**config.mk**
```make
export PLATFORM = sky130hd
export DESIGN_NAME = fifo_stream
export DESIGN_NICKNAME = d
export VERILOG_FILES = /design/src/rtl/utils_pkg.sv /design/src/rtl/fifo_stream_regfifo.sv /design/src/rtl/fifo_stream.sv
export SDC_FILE = /design/constraint.sdc
export NUM_CORES = 1
export LEC_CHECK = 0
export CORE_ASPECT_RATIO = 2
export CORE_MARGIN = 3
export CORE_UTILIZATION = 32
export CTS_CLUSTER_SIZE = 25
export DETAILED_ROUTE_END_ITERATION = 10
export PLACE_DENSITY = 0.6
export SYNTH_ARGS = -nofsm -noshare
export SYNTH_HDL_FRONTEND = slang
export SYNTH_SLANG_ARGS = --single-unit
```
**constraint.sdc**
```tcl
create_clock -name clk -period 2.2 [get_ports clk]
set_clock_uncertainty 0.2 [all_clocks]
set_input_delay 0.44 -clock clk [delete_from_list [all_inputs] [get_ports clk]]
set_output_delay 0.44 -clock clk [all_outputs]
set_load 0.05 [all_outputs]
```
**src/rtl/utils_pkg.sv**
```systemverilog
// Shared helpers for the FIFO drain path: counter-width function and the RAM latency limit.
package utils_pkg;

  localparam int FIFO_LAT_MAX = 2;

  // Never returns 0, so a 1-entry structure still gets a 1-bit pointer.
  function automatic int clog2_min1(input int n);
    return (n <= 2) ? 1 : $clog2(n);
  endfunction

endpackage

```
**src/rtl/fifo_stream_regfifo.sv**
```systemverilog
// Small in-order register FIFO; dout is the head entry and registered writes appear the next cycle.
// Push while full is only accepted together with a pop; pop while empty is ignored.
module regfifo
  import utils_pkg::*;
#(
  parameter int DATA_  = 8,
  parameter int DEPTH_ = 2
) (
  input  logic                         clk,
  input  logic                         rst,
  input  logic                         push_i,
  input  logic                         pop_i,
  input  logic [DATA_-1:0]             din_i,
  output logic [DATA_-1:0]             dout_o,
  output logic [$clog2(DEPTH_+1)-1:0]  level_o
);
  localparam int PW = clog2_min1(DEPTH_);
  localparam int LW = $clog2(DEPTH_ + 1);

  logic [DATA_-1:0] mem_q [DEPTH_];
  logic [PW-1:0]    rd_q, rd_d;
  logic [PW-1:0]    wr_q, wr_d;
  logic [LW-1:0]    lvl_q, lvl_d;
  logic             do_push, do_pop;

  // Depth need not be a power of two, so pointers wrap explicitly.
  function automatic logic [PW-1:0] ptr_inc(input logic [PW-1:0] p);
    return (p == PW'(DEPTH_ - 1)) ? '0 : p + PW'(1);
  endfunction

  always_comb begin
    rd_d    = rd_q;
    wr_d    = wr_q;
    lvl_d   = lvl_q;
    do_pop  = pop_i && (lvl_q != '0);
    do_push = push_i && ((lvl_q != LW'(DEPTH_)) || do_pop);
    if (do_pop)  rd_d = ptr_inc(rd_q);
    if (do_push) wr_d = ptr_inc(wr_q);
    case ({do_push, do_pop})
      2'b10:   lvl_d = lvl_q + LW'(1);
      2'b01:   lvl_d = lvl_q - LW'(1);
      default: lvl_d = lvl_q;
    endcase
  end

  always_ff @(posedge clk) begin
    if (rst) begin
      rd_q  <= '0;
      wr_q  <= '0;
      lvl_q <= '0;
      for (int i = 0; i < DEPTH_; i++) mem_q[i] <= '0;
    end else begin
      rd_q  <= rd_d;
      wr_q  <= wr_d;
      lvl_q <= lvl_d;
      if (do_push) mem_q[wr_q] <= din_i;
    end
  end

  assign dout_o  = mem_q[rd_q];
  assign level_o = lvl_q;

endmodule

```
**src/rtl/fifo_stream.sv**
```systemverilog
// Drains a block-RAM FIFO into a valid/ready stream; first word appears LAT_+1 cycles after fifo_re.
// Backpressure: reads stop once buffered plus in-flight words fill the LAT_+1 entry skid buffer.
module fifo_stream
  import utils_pkg::*;
#(
  parameter int DATA_ = 8,
  parameter int LAT_  = 1
) (
  input  logic                       clk,
  input  logic                       rst,
  input  logic                       fifo_empty,
  output logic                       fifo_re,
  input  logic [DATA_-1:0]           fifo_dout,
  output logic                       m_valid,
  input  logic                       m_ready,
  output logic [DATA_-1:0]           m_data,
  output logic [$clog2(LAT_+2)-1:0]  level
);
  localparam int DEPTH = LAT_ + 1;
  localparam int LW    = $clog2(LAT_ + 2);
  localparam int CW    = LW + 1;

  if (!(LAT_ inside {1, 2}) || (LAT_ > FIFO_LAT_MAX)) begin : g_lat_check
    $error("fifo_stream: LAT_ must be 1 or 2");
  end

  logic [LAT_-1:0]  ret_vld_q, ret_vld_d;
  logic [CW-1:0]    pending;
  logic [CW-1:0]    credit;
  logic [LW-1:0]    buf_level;
  logic [DATA_-1:0] buf_dout;
  logic             push, pop;

  assign push    = ret_vld_q[LAT_-1];
  assign pop     = m_valid && m_ready;
  assign m_valid = (buf_level != '0);
  assign level   = buf_level;
  assign m_data  = buf_dout;

  // A read is issued only if its word is guaranteed a slot when it lands.
  always_comb begin
    pending = '0;
    for (int i = 0; i < LAT_; i++) pending = pending + CW'(ret_vld_q[i]);
    credit    = CW'(buf_level) + pending - CW'(pop);
    fifo_re   = !rst && !fifo_empty && (credit < CW'(DEPTH));
    ret_vld_d = (ret_vld_q << 1) | LAT_'(fifo_re);
  end

  always_ff @(posedge clk) begin
    if (rst) ret_vld_q <= '0;
    else     ret_vld_q <= ret_vld_d;
  end

  always_ff @(posedge clk) begin
    if (!rst) begin
      assert (!(push && (buf_level == LW'(DEPTH))));
    end
  end

  regfifo #(
    .DATA_  (DATA_),
    .DEPTH_ (DEPTH)
  ) u_skid (
    .clk     (clk),
    .rst     (rst),
    .push_i  (push),
    .pop_i   (pop),
    .din_i   (fifo_dout),
    .dout_o  (buf_dout),
    .level_o (buf_level)
  );

endmodule

```
## Word level (Yosys, flattened, before mapping)

Memory sizes are Yosys's and may differ from the RTL's. A register that Yosys moved wholly into a read port is not among the register bits.
Index checks and enable logic that the tools add are counted.

- Register bits: 5
- Bits in writable memories: 16
- Output and inout bits: 12
- Logic and storage cells: 39
- Memories: 1

- Add/subtract/negate cells: 6
- $lt $le $gt $ge: 1
- Eq/ne operators: 3
- Mux-type cells: 13
- Reductions and logical operators: 11

Memory list:

| memory | words | width | read ports | clocked after Yosys merged registers in | wr ports | RTL line | source |
|---|---|---|---|---|---|---|---|
| u_skid.mem_q | 2 | 8 | 1 | 1 | 2 | fifo_stream_regfifo.sv:20 | `logic [DATA_-1:0] mem_q [DEPTH_];` |

Operator list:

| cell | count |
|---|---|
| $mux 1 | 11 |
| $mux 8 | 1 |
| $reduce_or 8->1 | 1 |
| $logic_and 1x1->1 | 5 |
| $pmux 2 s2 | 1 |
| $reduce_bool 2->1 | 2 |
| $add 2x1->3 | 1 |
| $lt 3x2->1 const B | 1 |
| $sub 3x1->3 | 1 |
| $add 1x1->1 const B | 2 |
| $add 2x1->2 const B | 1 |
| $eq 2x1->1 const B | 1 |
| $eq 2x2->1 const B | 1 |
| $logic_not 1->1 | 2 |
| $ne 2x2->1 const B | 1 |
| $sub 2x1->2 const B | 1 |
| $logic_or 1x1->1 | 1 |

## Logic depth before layout (Yosys ltp)

- Word-level depth: 10
- Gate-level depth with buffers: 6
- Gate-level depth less buffers: 6

## Hierarchy

Synthesis repeated with hierarchy kept, for this count alone.

- Cells, all modules: 76
- Area, all modules: 1054.8 µm²

By module, submodules not included:

| module | times used | cells each | area each (µm²) |
|---|---|---|---|
| regfifo | 1 | 66 | 953.4 |
| fifo_stream | 1 | 10 | 101.3 |

## Worst setup path before layout

Ideal clock, no wire load.

- Kind: flip-flop to output port
- From: reg u_skid.lvl_q[0] (netlist: u_skid.level_o[0])
- To: out fifo_re
- Data arrival time: 3.555 ns
- Data required time: 1.560 ns
- Slack: -1.995 ns
- Cell stages (with the launch flop): 7
- Buffers on the path: 0
- Cell sequence: dfxtp_1 -> o21a_1 -> ha_1 -> nand2b_1 -> fa_1 -> xor2_1 -> nor4b_1

- Longest elaborated chain between the ends: 5

RTL lines:

| element | RTL line | source |
|---|---|---|
| start: declaration | fifo_stream_regfifo.sv:23 | `logic [LW-1:0] lvl_q, lvl_d;` |
| start signal: assignment | fifo_stream_regfifo.sv:55 | `lvl_q <= lvl_d;` |
| branches (longest 2 deep; another with $add 2x1->3) | - |  |
| $sub 3x1->3 * | fifo_stream.sv:44 | `credit = CW'(buf_level) + pending - CW'(pop);` |
| $lt 3x2->1 * | fifo_stream.sv:45 | `fifo_re = !rst && !fifo_empty && (credit < CW'(DEPTH));` |
| $logic_and 1x1->1 * | fifo_stream.sv:45 |  |
| end: declaration | fifo_stream.sv:12 | `output logic fifo_re,` |

Mark *: on every way between the ends.

## Worst setup path in the final report

- From: in m_ready
- To: out fifo_re

- Longest elaborated chain between the ends: 4

RTL lines:

| element | RTL line | source |
|---|---|---|
| start: declaration | fifo_stream.sv:15 | `input logic m_ready,` |
| $logic_and 1x1->1 | fifo_stream.sv:35 | `assign pop = m_valid && m_ready;` |
| $sub 3x1->3 | fifo_stream.sv:44 |  |
| $lt 3x2->1 | fifo_stream.sv:45 |  |
| $logic_and 1x1->1 | fifo_stream.sv:45 |  |

Every way passes these cells.

==> results.cfg <==
[status]
run_status = finished, violations left
violations = setup timing

[clocking]
clk_latency_ns = 0.25
clk_path_buf_depth = 2
cts_sinks = 22
cts_buffers = 3
cts_tree = built
clkSlewWorstSetupHoldPaths_ns = 0.07
cts-root-buf = clkbuf_8
h-tree-depth = 1
post_cts_buffers = 0

[sta]
maxSlewHeadroom = 0.758
min_period_ns = 2.86
setup_viol = 1
hold_viol = 0
hold_slack_ns = 0.321
max_clock_freq_mhz = 349
rsz0062_at_grt = true
post-route-worst-setup-slack_ns = -0.663
period_share = 1.30
worst_pin_slew_ns = 0.362
drv_slew = 0

[placement]
place_ws_ns = -0.936
placedInstanceArea_sq_um = 1430
gp_congestion = 0.712
portBuffers = 23
dp_hpwl_um = 1640

[worst_hold_path]
hold_class = reg -> reg
hold_depth = 2
min_from = u_skid.rd_q$_SDFFE_PP0P_
hold_end = u_skid.rd_q$_SDFFE_PP0P_

[critical_path]
rr_startpoint = u_skid.level_o[1]$_SDFFE_PP0P_
worstPathArrival_ns = 2.22
r2r_slack_ns = 0.16
cp-end-kind = output pin
crit_slowest_cell = fa_2
criticalPathCategory = in -> out
slowest_delay_ns = 0.35
critPathLaunchType = input port
r2r_cells = 6
r2r-end = push$_SDFF_PP0_
cp.required_ns = 1.56
cp_cell_sequence = dlygate4sd2_1 -> o21a_1 -> ha_1 -> nand2b_4 -> fa_2 -> xor2_2 -> nor4b_4 -> buf_12
critPathMaxFanout = 2

[pwr]
p_clk_frac = 0.135
p_seq_frac = 0.335
ir_worst_vdd_uv = 892
internal-power_uw = 1100
p_comb_frac = 0.530
power.leakage_uw = 0.000613
powerDensity_nw_per_um2 = 1230
switchingPower_uw = 714
power.share.switching = 0.393

[route]
num_vias = 707
drt_wl_total_um = 2000
drtIter0Drc = 2
antenna_left = 0
wire_per_inst_um = 13.8
dr.pass1.iters = 4
via_per_inst = 4.88
post-route-drc-count = 0

[synth]
seq_area_frac_synth = 0.576
synth_fp_nets = 90
yosys-top-cells-count = and2_1, edfxtp_1, mux2_2, dfxtp_1, nor2_1
yosysWarnings = 0
synth_cell_types = 25
avgSynthCellArea_sq_um = 13.9
ys_ff_latch = 22
synthArstFlopShare = 0
synth_largest_area_cell = edfxtp_1
yosys-top-cells-area = edfxtp_1, dfxtp_1, and2_1
syn_inst = 75
synth_top_area_frac = 0.461
synth_ff_type = edfxtp_1
synth-edff-count = 16
syn_area_sq_um = 1040

[finish]
syn2layout_area_growth_pct = 42.1
fin_util = 0.486
drive_gt1_frac = 0.409
diodes = 0
final_area_sq_um = 1480
nets = 131

[grt]
grt_use_total = 0.110
antenna_found_initial = 0
grt_max_degree = 13
grt.overflow.total = 0
grt_pass1_vias = 753
grt_first_pass_wirelength_um = 3190

[floorplanning]
die-area_sq_um = 4020
placementRows = 28
dieWidth_um = 46.4
core_area_sq_um = 3050
io_pins = 24
start_util = 0.342
dieHeight_um = 86.7

[flow_run]
cap_violations = 0
-- area by class of cell --
cell class	count	area (sq um)
Sequential cell	22	608
Fill cell	285	1570
Clock inverter	1	3.75
Multi-Input combinational cell	50	463
Tap cell	30	37.5
Timing Repair Buffer	38	324
Clock buffer	3	41.3
Inverter	1	3.75
-- worst max-delay path, delay by kind of cell --
family,cells,cell delay (ns)
xor+xnor,1,0.17
simple gates,2,0.45
buf+inv,2,0.42
compound gates,1,0.12
fa+ha+maj,2,0.62
-- cell usage in the layout, fill, tap and decap left out, types with 2 or more instances in the layout --
master,netlist,layout
clkbuf_8,0,3
mux2_2,8,8
and2_1,16,16
buf_4,0,26
nor4b_4,1,2
xnor2_1,2,2
edfxtp_1,16,16
nor2_1,3,3
clkdlybuf4s50_1,0,10
dfxtp_1,6,4
or2_1,2,2
ha_1,2,2
dfxtp_4,0,2
-- per-layer routing --
metal | wire (um) | up-vias | track usage
li1 | - | 344 | -
met4 | 37 | 0 | 0.0466
met2 | 1190 | 20 | 0.207
met5 | 0 | - | 0
met1 | 660 | 339 | 0.104
met3 | 115 | 4 | 0.0229
-- how the worst max path moves through the flow --
stage                                   startpoint      end  cells past startpoint
floorplan           u_skid.level_o[1]$_SDFFE_PP0P_  fifo_re                      6
global placement                           m_ready  fifo_re                      8
detailed placement                         m_ready  fifo_re                      8
CTS                 u_skid.level_o[1]$_SDFFE_PP0P_  fifo_re                      7
global route        u_skid.level_o[1]$_SDFFE_PP0P_  fifo_re                      7
finish                                     m_ready  fifo_re                      8
-- repair_timing --
action	4_1_cts	5_1_grt
endpoints found under the setup margin	2	1
hold endpoints to repair	0	0
gates resized for setup	2	0
pin swaps	3	3
hold buffers	0	0
-- logic make-up (layout without fill, tap and decap cells) --
logic type | count (synthesis) | after routing | synth area share
flip-flops | 22 | 22 | 0.576
XOR/XNOR | 4 | 4 | 0.0336
buffers and inverters | 3 | 43 | 0.0108
adder cells (fa/ha/maj) | 3 | 3 | 0.0432
AO/OA/AOI/OAI | 5 | 5 | 0.0312
multiplexers | 8 | 8 | 0.0864
AND/OR/NAND/NOR | 30 | 30 | 0.218
-- per-stage QoR --
step,TNS [ns],total power (uW),instances
3_3_place_gp,-1.74,1550,141
4_1_cts,-0.712,1840,145
6_report,-0.663,1820,145
3_5_place_dp,-2.02,1590,141
5_1_grt,-0.741,1910,145
2_1_floorplan,-0.673,1240,75
-- registers in the layout (all words and copies together) (netlist names), named ones only --
| register | count |
|---|---|
| u_skid.mem_q | 16 |
| u_skid.level_o | 2 |
| push | 1 |
| u_skid.rd_q | 1 |
| u_skid.wr_q | 1 |
-- power groups by stage --
| stage | Combinational [uW] | Sequential (uW) | Clock [uW] |
|---|---|---|---|
| floorplan | 598 | 646 | 0 |
| global placement | 943 | 612 | 0 |
| detailed placement | 970 | 617 | 0 |
| CTS | 980 | 611 | 250 |
| global route | 1020 | 619 | 265 |
| finish | 964 | 609 | 245 |
Note: power is estimated with default switching activity, not from simulation.
